File: config.mk
export PLATFORM = sky130hd
export DESIGN_NAME = uart_word_packer
export DESIGN_NICKNAME = d
export VERILOG_FILES = /design/src/rtl/uart_word_packer.sv
export SDC_FILE = /design/constraint.sdc
export NUM_CORES = 1
export LEC_CHECK = 0
export BUFFER_PORTS_ARGS = -buffer_cell sky130_fd_sc_hd__buf_2
export CORE_MARGIN = 1
export CORE_UTILIZATION = 35
export DETAILED_ROUTE_END_ITERATION = 16
export HOLD_SLACK_MARGIN = 0.15
export SLEW_MARGIN = 20
export SYNTH_ARGS = -nofsm -noshare
export SYNTH_HDL_FRONTEND = slang
export SYNTH_SLANG_ARGS = --single-unit
File: constraint.sdc
create_clock -name clk -period 2.3 [get_ports clk]
set_clock_uncertainty 0.05 [all_clocks]
set_input_delay 0.23 -clock clk [delete_from_list [all_inputs] [get_ports clk]]
set_output_delay 0.23 -clock clk [all_outputs]
set_load 0.01 [all_outputs]
File: src/rtl/uart_word_packer.sv
// rtl/uart_word_packer.sv - UART byte stream to frame-buffer word packer
//
// Purpose:
//   Collects BYTES_PER_WORD received bytes (first byte ends up in the MSBs)
//   into one RAM word. Each completed word is written with a single-cycle
//   strobe at an auto-incrementing address that wraps at DEPTH.
//   Optional feature macro: PACKER_TIMEOUT_EN. When it is defined, a partial
//   word that sits idle for TIMEOUT_CYCLES clocks is discarded so that byte
//   alignment recovers after a dropped byte.
//
// Ports:
//   clk          rising-edge system clock
//   reset        asynchronous active-high reset
//   clear        synchronous clear of address and partial word
//   rx_ready     one-cycle pulse, data_in holds a received byte
//   data_in      received byte
//   wr_en        one-cycle RAM write strobe
//   wr_addr      RAM write address
//   wr_data      assembled word, stable while wr_en=1
//   frame_done   one-cycle pulse when the address wraps DEPTH-1 -> 0
//   byte_cnt     bytes held in the current partial word
//   timeout_err  one-cycle pulse when a partial word is discarded

`timescale 1ns/1ps

module uart_word_packer #(
  parameter int BYTES_PER_WORD = 3,
  parameter int DEPTH          = 19200,
  parameter int ADDR_W         = 15,
  parameter int TIMEOUT_CYCLES = 50000,
  localparam int W             = 8 * BYTES_PER_WORD,
  localparam int CNT_W         = $clog2(BYTES_PER_WORD + 1)
) (
  input  logic              clk,
  input  logic              reset,
  input  logic              clear,
  input  logic              rx_ready,
  input  logic [7:0]        data_in,
  output logic              wr_en,
  output logic [ADDR_W-1:0] wr_addr,
  output logic [W-1:0]      wr_data,
  output logic              frame_done,
  output logic [CNT_W-1:0]  byte_cnt,
  output logic              timeout_err
);

  typedef enum logic [1:0] {
    COLLECT = 2'd0,
    WRITE   = 2'd1,
    ADVANCE = 2'd2
  } state_t;

  localparam logic [CNT_W-1:0]  FULL_CNT  = CNT_W'(BYTES_PER_WORD);
  localparam logic [ADDR_W-1:0] LAST_ADDR = ADDR_W'(DEPTH - 1);

  state_t              state_q;
  logic [W-1:0]        sr_q;
  logic [CNT_W-1:0]    cnt_q;
  logic [ADDR_W-1:0]   addr_q;
  logic [W-1:0]        wdata_q;
  logic                wr_en_q;
  logic                frame_done_q;
  logic                timeout_err_q;

  logic [W-1:0]        sr_d;
  logic [CNT_W-1:0]    cnt_d;
  logic                timeout_hit;

  // Shift register with the new byte entering at the LSB end, so the first
  // byte of a word migrates to the MSBs once the word is complete.
  generate
    if (W == 8) begin : g_sr_single
      assign sr_d = data_in;
    end else begin : g_sr_multi
      assign sr_d = {sr_q[W-9:0], data_in};
    end
  endgenerate

  assign cnt_d = cnt_q + CNT_W'(1);

`ifdef PACKER_TIMEOUT_EN
  localparam int TO_W = $clog2(TIMEOUT_CYCLES + 1);

  logic [TO_W-1:0] to_cnt_q;

  // Only a genuinely partial word idling in COLLECT can time out; a byte
  // arriving on the same edge always wins.
  assign timeout_hit = (state_q == COLLECT) && (cnt_q != '0) && (cnt_q != FULL_CNT)
                       && !rx_ready && (to_cnt_q == TO_W'(TIMEOUT_CYCLES - 1));

  always_ff @(posedge clk or posedge reset) begin
    if (reset) begin
      to_cnt_q <= '0;
    end else if (clear || rx_ready || timeout_hit || (state_q != COLLECT) || (cnt_q == '0)) begin
      to_cnt_q <= '0;
    end else begin
      to_cnt_q <= to_cnt_q + TO_W'(1);
    end
  end
`else
  assign timeout_hit = 1'b0;
`endif

  always_ff @(posedge clk or posedge reset) begin
    if (reset) begin
      state_q       <= COLLECT;
      sr_q          <= '0;
      cnt_q         <= '0;
      addr_q        <= '0;
      wdata_q       <= '0;
      wr_en_q       <= 1'b0;
      frame_done_q  <= 1'b0;
      timeout_err_q <= 1'b0;
    end else begin
      wr_en_q       <= 1'b0;
      frame_done_q  <= 1'b0;
      timeout_err_q <= 1'b0;
      if (clear) begin
        // Clear beats any coincident byte; a write already in progress has
        // its strobe this cycle, but the address is not advanced.
        state_q <= COLLECT;
        sr_q    <= '0;
        cnt_q   <= '0;
        addr_q  <= '0;
      end else begin
        case (state_q)
          COLLECT: begin
            if (cnt_q == FULL_CNT) begin
              // A full word was buffered while the previous write was in
              // flight (only reachable for very short words).
              wdata_q <= sr_q;
              wr_en_q <= 1'b1;
              state_q <= WRITE;
              if (rx_ready) begin
                sr_q  <= sr_d;
                cnt_q <= CNT_W'(1);
              end else begin
                cnt_q <= '0;
              end
            end else if (rx_ready) begin
              sr_q <= sr_d;
              if (cnt_d == FULL_CNT) begin
                wdata_q <= sr_d;
                cnt_q   <= '0;
                wr_en_q <= 1'b1;
                state_q <= WRITE;
              end else begin
                cnt_q <= cnt_d;
              end
            end else if (timeout_hit) begin
              sr_q          <= '0;
              cnt_q         <= '0;
              timeout_err_q <= 1'b1;
            end
          end

          WRITE: begin
            // Bytes arriving now start the next word; wr_data is separate.
            // At most BYTES_PER_WORD bytes can be held back this way.
            if (rx_ready && (cnt_q != FULL_CNT)) begin
              sr_q  <= sr_d;
              cnt_q <= cnt_d;
            end
            frame_done_q <= (addr_q == LAST_ADDR);
            state_q      <= ADVANCE;
          end

          ADVANCE: begin
            if (rx_ready && (cnt_q != FULL_CNT)) begin
              sr_q  <= sr_d;
              cnt_q <= cnt_d;
            end
            addr_q  <= (addr_q == LAST_ADDR) ? '0 : addr_q + ADDR_W'(1);
            state_q <= COLLECT;
          end

          default: state_q <= COLLECT;
        endcase
      end
    end
  end

  assign wr_en       = wr_en_q;
  assign wr_addr     = addr_q;
  assign wr_data     = wdata_q;
  assign frame_done  = frame_done_q;
  assign byte_cnt    = cnt_q;
  assign timeout_err = timeout_err_q;

endmodule

==> impl_metrics.yaml, run 1 <==
sta:
  min_period_over_period_pct: 90.5
  relSlewSlack_pct: 47.0
  setup_viol: 0
  min_period_ps: 2080
  final_max_slew_viol_count: 0
  max_slew.worst_pin.slew_ps: 795
  holdWs_ps: 402
  tns_ps: 0
  rsz0062_at_grt: "false"
  hold_viol: 0
  timing.fmax_mhz: 480
logic_synthesis:
  synth_top_area_share_pct: 52.5
  synthCells: 337
  async_flop_share_pct: 100
  ys_seq_elements: 69
  synth_area_leaders: "dfrtp_1 (53%), mux2i_1 (7.9%), nand2b_1 (4.9%)"
  syn_nets: 358
  synth_area_per_cell_um2: 9.76
  ys_warn_count: 0
  synth_edf_count: 0
  syn-cell-area_mm2: 0.00329
  synth.distinct_cells: 35
  yosysSeqAreaShare_pct: 52.5
  synth-main-ff-cell: "dfrtp_1"
  synth_top_area_cell: "dfrtp_1"
placed_design:
  placedCellCount: 486
  dp_hpwl_um: 4380
  io_buffers: 54
  place_congestion: 0.800
  place_area_mm2: 0.00368
worst_setup_path:
  cp_data_arrival_time_ps: 2250
  crit_chain: "inv_1 -> ha_1 -> nor2_1 -> a21oi_1 -> a21oi_1 -> a211oi_1 -> a21oi_1"
  cpMostUsedCell: "a21oi_1"
  crit_path_start: "state_q[0]$_DFFE_PP0P_"
  reg2reg_to: "byte_cnt[0]$_DFFE_PP0P_"
  reg2reg_depth: 7
  cp-start-kind: "register"
  regToRegSetupSlack_ps: 220
  path_buf_inv: 1
  criticalPathCategory: "register to register"
  crit_end: "byte_cnt[0]$_DFFE_PP0P_"
  reg2reg_from: "state_q[0]$_DFFE_PP0P_"
  end_kind: "register"
  cp_max_fo: 5
  critical_path_cell_count: 7
  cp_top_family: "compound AO/OA/AOI/OAI gates"
  cp_data_required_time_ps: 2470
  cp_slowest_cell: "a21oi_1"
  worst_path_largest_cell_delay_ps: 460
floorplanning:
  row_count: 35
  num_io_pins: 56
  die_w_um: 98.9
  start_util_pct: 35.9
  die_area_mm2: 0.00979
  dieHeight_um: 98.9
  core-area_mm2: 0.00915
final_layout:
  fin_area_mm2: 0.00403
  final_cell_mix: "dfrtp_1 (69), buf_2 (54), nor2_1 (42), nand2_1 (36), a21oi_1 (30)"
  instances_no_fill: 513
  n_antenna_cell: 0
  fin_nets: 419
  drive_above_1_share_pct: 20.9
  area_delta_synth_final_pct: 22.5
  final_common_cell: "dfrtp_1"
  fill_cells: 865
routing:
  drt-total-wl_um: 7200
  first_pass_iters: 4
  drc: 0
  vias: 2552
  postRouteAntennaNets: 0
  wl_per_cell_um: 14.0
  drt_iter0_drc: 88
  vias_per_cell: 4.97
cts:
  cts_setup_buffers: 0
  numCtsBuffers: 9
  clockBufferDepth: 2
  clk_latency_ps: 350
  h-tree-depth: 3
  clkSinkCount: 69
  cts_tree: "built"
  clk_pin_slew_worst_paths_ps: 80
  root_buffer: "clkbuf_8"
global_route:
  grt.overflow.total: 0
  grt_pass1_vias: 2428
  grt_max_degree: 50
  grt_pass1_wl_um: 11700
  antenna_found_initial: 0
  grt_use_total_pct: 15.0
worst_hold_path:
  hold_path_depth: 4
  hp-class: "primary input to register"
pwr:
  ir_drop_mv: 0.572
  p_leak_nw: 1.76
  p_per_area_mw_per_mm2: 1020
run:
  drv_cap: 0
status:
  outcome: "finished clean"
## layer usage
metal / up-vias / part of all wire, % / track usage, %
li1: 1256 / - / -
met1: 1205 / 47 / 20.1
met2: 81 / 46 / 23.3
met3: 10 / 5.9 / 4.47
met4: 0 / 1.1 / 4.48
met5: - / 0 / 0
## tightest hold or removal path: cells and delay by family
family,cells,cell delay [ps]
and+or+nand+nor,1,90
AOI/OAI and AO/OA,2,250
buffers and inverters,1,190
## power breakdown
group          internal (mW)  switching (mW)
registers               1.52           0.195
clock network          0.638           0.461
logic                  0.517           0.765
## registers in the layout (all words and copies together) (netlist names)
register	count
byte_cnt	2
frame_done	1
sr_q	24
state_q	2
wr_addr	15
wr_data	24
wr_en	1
## worst min path at each step
stage,from,endpoint
2_1_floorplan,data_in[0],sr_q[0]$_DFFE_PP0P_
3_3_place_gp,reset,wr_addr[6]$_DFFE_PP0P_
3_5_place_dp,reset,wr_addr[6]$_DFFE_PP0P_
4_1_cts,rx_ready,state_q[0]$_DFFE_PP0P_
5_1_grt,rx_ready,sr_q[3]$_DFFE_PP0P_
6_report,rx_ready,sr_q[7]$_DFFE_PP0P_
## through the flow
| stage | power [mW] | utilization [%] | worst slack, ps |
|---|---|---|---|
| 2_1_floorplan | 2.52 | - | 280 |
| 3_3_place_gp | 2.93 | 40.2 | 130 |
| 3_5_place_dp | 2.96 | 40.2 | 41.4 |
| 4_1_cts | 4.09 | 43.7 | 48.6 |
| 5_1_grt | 4.39 | 44.0 | 26.4 |
| 6_report | 4.10 | 44.0 | 218 |
## synth_stat cells, types with 5 or more instances
master	instances
nor3_1	6
xnor2_1	6
mux2i_1	26
ha_1	9
dfrtp_1	69
o21ai_0	24
xor2_1	5
nand2_1	36
nor2_1	43
nand2b_1	26
inv_1	7
clkbuf_1	14
a21oi_1	31
## area by class of cell
class | count | area, um^2 | area share, %
sequential | 69 | 1730 | 42.9
multi-input combinational | 243 | 1500 | 37.2
timing repair buffer | 68 | 413 | 10.3
tap | 111 | 139 | 3.45
clock buffer | 10 | 138 | 3.42
clock inverter | 5 | 85.1 | 2.11
inverter | 7 | 26.3 | 0.652
## cell families (layout without fill, tap and decap cells)
| logic type | after synthesis | in the layout | synth area share (%) |
|---|---|---|---|
| AND/OR/NAND/NOR | 129 | 130 | 18.6 |
| flip-flops | 69 | 69 | 52.5 |
| AO/OA/AOI/OAI | 64 | 65 | 10.8 |
| multiplexers | 27 | 27 | 8.26 |
| buffers and inverters | 27 | 90 | 3.27 |
| XOR/XNOR | 11 | 11 | 2.93 |
| adder cells (fa/ha/maj) | 9 | 9 | 3.42 |
| other | 1 | 1 | 0.114 |
## timing repair
item,in CTS,in global routing
resized for setup,0,2
endpoints found under the setup margin,0,28
endpoints found under the hold margin,41,0
hold buffers,10,0
Note: power is estimated with default switching activity, not from simulation.
==> run 2: changes to the inputs <==
- PLACE_DENSITY: unset -> 0.56
==> run 2 against run 1 <==
Effect of this change: sequential power about the same; combinational power about the same; power decreased by 5.7%; register-to-register slack got worse by 40 ps; maximum frequency decreased by 1.9%; utilization decreased by 0.37 points; non-clock buffer count increased by 2; worst hold slack got worse by 63 ps; critical path type unchanged.
==> impl_metrics.yaml, run 2 (synthesis gave the netlist of run 1 again) <==
sta:
  max_slew.worst_pin.slew_ps: 1010
  relSlewSlack_pct: 32.5
  min_period_ps: 2120
  min_period_over_period_pct: 92.3
  setup_viol: 0
  hold_viol: 0
  holdWs_ps: 339
  finalWorstSetupSlack_ps: 178
  final_max_slew_viol_count: 0
  timing.fmax_mhz: 471
  tns_ps: 0
  rsz0062_at_grt: "false"
global_route:
  grt.overflow.total: 0
  grt_use_total_pct: 15.1
  antenna_found_initial: 0
  grt_pass1_wl_um: 11500
  grt_pass1_vias: 2316
  grt_max_degree: 50
worst_hold_path:
  hp-class: "primary input to register"
  hold_path_depth: 3
  whs_endpoint: "state_q[0]$_DFFE_PP0P_"
  worstHoldStart: "rx_ready"
routing:
  postRouteAntennaNets: 0
  drt_iter0_drc: 162
  first_pass_iters: 4
  wl_per_cell_um: 13.7
  vias_per_cell: 4.92
  vias: 2532
  drt-total-wl_um: 7070
  drc: 0
floorplanning:
  dieHeight_um: 98.9
  core-area_mm2: 0.00915
  start_util_pct: 35.9
  row_count: 35
  die_w_um: 98.9
  num_io_pins: 56
  die_area_mm2: 0.00979
worst_setup_path:
  cp_data_arrival_time_ps: 2290
  end_kind: "register"
  cpMostUsedCell: "a21oi_1"
  reg2reg_from: "state_q[1]$_DFFE_PP0P_"
  cp-start-kind: "register"
  reg2reg_to: "byte_cnt[0]$_DFFE_PP0P_"
  crit_chain: "inv_1 -> ha_2 -> nor2_1 -> a21oi_1 -> a21oi_1 -> a211oi_1 -> a21oi_1"
  cp_max_fo: 5
  regToRegSetupSlack_ps: 180
  reg2reg_depth: 7
  cp_data_required_time_ps: 2460
  criticalPathCategory: "register to register"
  cp_slowest_cell: "a21oi_1"
  worst_path_largest_cell_delay_ps: 430
pwr:
  p_int_mw: 2.44
  p_leak_nw: 1.75
  p_per_area_mw_per_mm2: 967
  ir_drop_mv: 0.400
  p_seq_share_pct: 44.5
  p_sw_share_pct: 36.8
  p_comb_share_pct: 32.7
  switching_power_mw: 1.42
  p_clk_share_pct: 22.8
final_layout:
  final_cell_mix: "dfrtp_1 (69), buf_2 (54), nor2_1 (42), nand2_1 (36), a21oi_1 (29)"
  area_delta_synth_final_pct: 21.5
  final_common_cell: "dfrtp_1"
  drive_above_1_share_pct: 22.0
  n_antenna_cell: 0
  fill_cells: 908
  fin_nets: 420
cts:
  numCtsBuffers: 9
  h-tree-depth: 3
  cts_setup_buffers: 0
  clockBufferDepth: 2
  clkSinkCount: 69
  root_buffer: "clkbuf_8"
  clk_latency_ps: 340
  clk_pin_slew_worst_paths_ps: 80
  cts_tree: "built"
placed_design:
  io_buffers: 54
  dp_hpwl_um: 4530
  place_ws_ps: 27.7
  place_congestion: 0.805
run:
  drv_cap: 0
status:
  outcome: "finished clean"
## run 2: cell count changes in the layout (fill, tap and decap cells not counted), sizes merged
cell and delta:
clkinv +4, buf +2, bufinv -2, clkbuf -1, nor2 -1
## run 2: area by class of cell
type / count / area, um^2 / share of cell area, %
Clock buffer: 9 / 124 / 3.10
Sequential cell: 69 / 1730 / 43.2
Tap cell: 111 / 139 / 3.48
Clock inverter: 7 / 52.6 / 1.32
Timing Repair Buffer: 70 / 428 / 10.7
Multi-Input combinational cell: 242 / 1500 / 37.5
Inverter: 7 / 26.3 / 0.658
## run 2: critical path: cells and delay by family, from the launching register on
family                   cells  cell delay (ps)
flip-flops                   1              380
AND/OR/NAND/NOR              1               50
buffers and inverters        1               90
AO/OA/AOI/OAI                4             1040
adder cells (fa/ha/maj)      1              380
## run 2: metrics by stage
step | area [um^2] | cells | power (mW) | utilization, %
after CTS | 3970 | 514 | 3.89 | 43.4
after detailed placement | 3690 | 488 | 2.97 | 40.4
final | 3990 | 515 | 3.86 | 43.6
after global placement | 3690 | 488 | 2.94 | 40.4
after global routing | 3990 | 515 | 4.16 | 43.6
after floorplan | 3290 | 337 | 2.52 | -
## run 2: power groups by stage
| stage | registers (mW) | logic [mW] | clock network (mW) |
|---|---|---|---|
| global placement | 1.73 | 1.21 | 0 |
| finish | 1.72 | 1.26 | 0.880 |
| floorplan | 1.83 | 0.690 | 0 |
| global route | 1.76 | 1.43 | 0.970 |
| CTS | 1.72 | 1.25 | 0.920 |
| detailed placement | 1.74 | 1.23 | 0 |
## run 2: routing by layer
layer  GRT usage [%]  vias to the layer above  part of all wire, %
met4            6.54                        0                 0.96
met2            22.1                       69                   44
met3            4.82                        6                  5.0
li1                -                     1254                    -
met1            20.5                     1203                   50
met5               0                        -                    0
## run 2: worst max-delay path by stage
stage | from | to | cells after the start
final | state_q[1]$_DFFE_PP0P_ | byte_cnt[0]$_DFFE_PP0P_ | 7
after global routing | state_q[1]$_DFFE_PP0P_ | wr_data[18]$_DFFE_PP0P_ | 6
after CTS | state_q[0]$_DFFE_PP0P_ | sr_q[18]$_DFFE_PP0P_ | 6
after detailed placement | state_q[0]$_DFFE_PP0P_ | sr_q[12]$_DFFE_PP0P_ | 6
after global placement | state_q[0]$_DFFE_PP0P_ | sr_q[6]$_DFFE_PP0P_ | 6
after floorplan | reset | byte_cnt[0]$_DFFE_PP0P_ | 1
## run 2: repair_timing
action | in CTS | in global routing
resized for setup | 0 | 3
endpoints found under the hold margin | 42 | 0
endpoints found under the setup margin | 0 | 26
hold buffers | 10 | 0
==> run 3: changes to the inputs <==
- CORE_UTILIZATION: 35 -> 48
- PLACE_DENSITY: 0.56 -> 0.72
==> run 3 against run 2 <==
Effect of this change: the flow now finishes with violations (DRC); maximum frequency rose by 4.5%; clock power up 6.0%; register-to-register slack improved by 90 ps; utilization up 17 points.
==> impl_metrics.yaml, run 3 (synthesis gave the netlist of run 1 again) <==
status:
  outcome: "finished with violations"
  violations: "DRC"
worst_hold_path:
  hp-class: "primary input to register"
  whs_endpoint: "state_q[1]$_DFFE_PP0P_"
  worstHoldStart: "clear"
  hold_path_depth: 2
final_layout:
  utilization_pct: 60.6
  final_common_cell: "dfrtp_1"
  seqCellArea_mm2: 0.00173
  multi_input_area_mm2: 0.00147
  n_antenna_cell: 0
  fill_cells: 571
  drive_above_1_share_pct: 20.7
  final_cell_mix: "dfrtp_1 (69), buf_2 (54), nor2_1 (42), nand2_1 (36), a21oi_1 (30)"
  fin_nets: 418
  area_delta_synth_final_pct: 19.7
routing:
  drt_iter0_drc: 99
  wl_per_cell_um: 13.6
  vias_per_cell: 5.14
  first_pass_iters: 10
  postRouteAntennaNets: 0
  vias: 2458
  drc: 5
  drt-total-wl_um: 6490
floorplanning:
  start_util_pct: 50.6
  die_area_mm2: 0.00719
  die_w_um: 84.8
  dieHeight_um: 84.8
  core-area_mm2: 0.00649
  num_io_pins: 56
  row_count: 29
cts:
  h-tree-depth: 3
  clk_latency_ps: 330
  numCtsBuffers: 9
  clkSinkCount: 69
  cts_resized: 0
  clockBufferDepth: 2
  root_buffer: "clkbuf_8"
  cts_tree: "built"
  cts_setup_buffers: 0
  clk_pin_slew_worst_paths_ps: 70
worst_setup_path:
  reg2reg_depth: 5
  cp_slowest_cell: "or4_4"
  cp_data_arrival_time_ps: 2190
  regToRegSetupSlack_ps: 270
  reg2reg_from: "wr_addr[3]$_DFFE_PP0P_"
  reg2reg_to: "wr_addr[10]$_DFFE_PP0P_"
  cp_data_required_time_ps: 2460
  criticalPathCategory: "register to register"
  cp-start-kind: "register"
  end_kind: "register"
  crit_chain: "nand4_2 -> or2_0 -> or4_4 -> o21bai_4 -> nor2_1"
  cp_top_family: "simple AND/OR/NAND/NOR gates"
  cp_max_fo: 10
  worst_path_largest_cell_delay_ps: 550
  path_buf_inv: 0
sta:
  min_period_over_period_pct: 88.3
  final_max_slew_viol_count: 0
  finalWorstSetupSlack_ps: 270
  setup_viol: 0
  tns_ps: 0
  timing.fmax_mhz: 493
  rsz0062_at_grt: "false"
  hold_viol: 0
  min_period_ps: 2030
global_route:
  grt_pass1_vias: 2502
  grt_max_degree: 70
  grt_use_total_pct: 19.9
  antenna_found_initial: 0
  grt_pass1_wl_um: 11300
  grt.overflow.total: 0
pwr:
  ir_drop_mv: 0.520
  total_power_mw: 3.90
  p_per_area_mw_per_mm2: 989
  p_leak_nw: 1.75
placed_design:
  place_congestion: 0.836
  dp_hpwl_um: 4300
  place_ws_ps: 270
  io_buffers: 54
run:
  drv_cap: 0
==> run 3: cell types whose count changed in the layout (fill, tap and decap cells not counted) <==
cell,before,now
dlygate4sd3_1,10,9
ha_2,2,0
clkbuf_1,0,1
a21oi_1,29,30
ha_1,7,9
a21oi_4,2,0
buf_4,5,3
clkinv_2,2,3
bufinv_16,0,1
clkinv_4,4,0
buf_12,1,3
==> run 3: worst reg2reg max path, delay by kind of cell (launching register included) <==
family | cells | cell delay [ps]
AOI/OAI and AO/OA | 1 | 250
and+or+nand+nor | 4 | 1160
DFF | 1 | 460
==> run 3: worst max path at each step <==
stage / startpoint / end / slack (ps) / cells past startpoint
floorplan: reset / byte_cnt[0]$_DFFE_PP0P_ / 280 / 1
global placement: wr_addr[3]$_DFFE_PP0P_ / wr_addr[11]$_DFFE_PP0P_ / 330 / 5
detailed placement: wr_addr[3]$_DFFE_PP0P_ / wr_addr[10]$_DFFE_PP0P_ / 270 / 5
CTS: wr_addr[3]$_DFFE_PP0P_ / wr_addr[10]$_DFFE_PP0P_ / 250 / 5
global route: wr_addr[3]$_DFFE_PP0P_ / wr_addr[10]$_DFFE_PP0P_ / 120 / 5
finish: wr_addr[3]$_DFFE_PP0P_ / wr_addr[10]$_DFFE_PP0P_ / 270 / 5
==> run 3: routing by layer <==
metal	global-route usage, %	up-vias	part of all wire (%)
met5	0	-	0
met2	33.7	56	47
met1	25.0	1145	48
li1	-	1249	-
met3	4.62	8	4.5
met4	7.09	0	0.99
==> run 3: final cells by class <==
type	count	area share, %
inverters	7	0.667
well taps	77	2.45
clock buffers	10	3.24
multi-input cells	241	37.2
flip-flops and latches	69	43.9
clock inverters	5	1.33
repair buffers	69	11.2
==> run 3: where the power goes <==
part,switching (mW),internal (mW)
Clock,0.443,0.490
Combinational,0.710,0.540
Sequential,0.194,1.52
Total,1.35,2.55
==> run 3: repair_timing <==
| item | CTS | global route |
|---|---|---|
| hold buffers | 9 | 0 |
| endpoints found under the setup margin | 0 | 0 |
| hold endpoints to repair | 77 | 0 |
==> run 3: stage by stage <==
step | hold slack [ps] | area (um^2) | cells
after CTS | 196 | 3940 | 478
after global routing | 227 | 3940 | 478
after global placement | 288 | 3670 | 454
after floorplan | 329 | 3290 | 337
after detailed placement | 292 | 3670 | 454
final | 213 | 3940 | 478
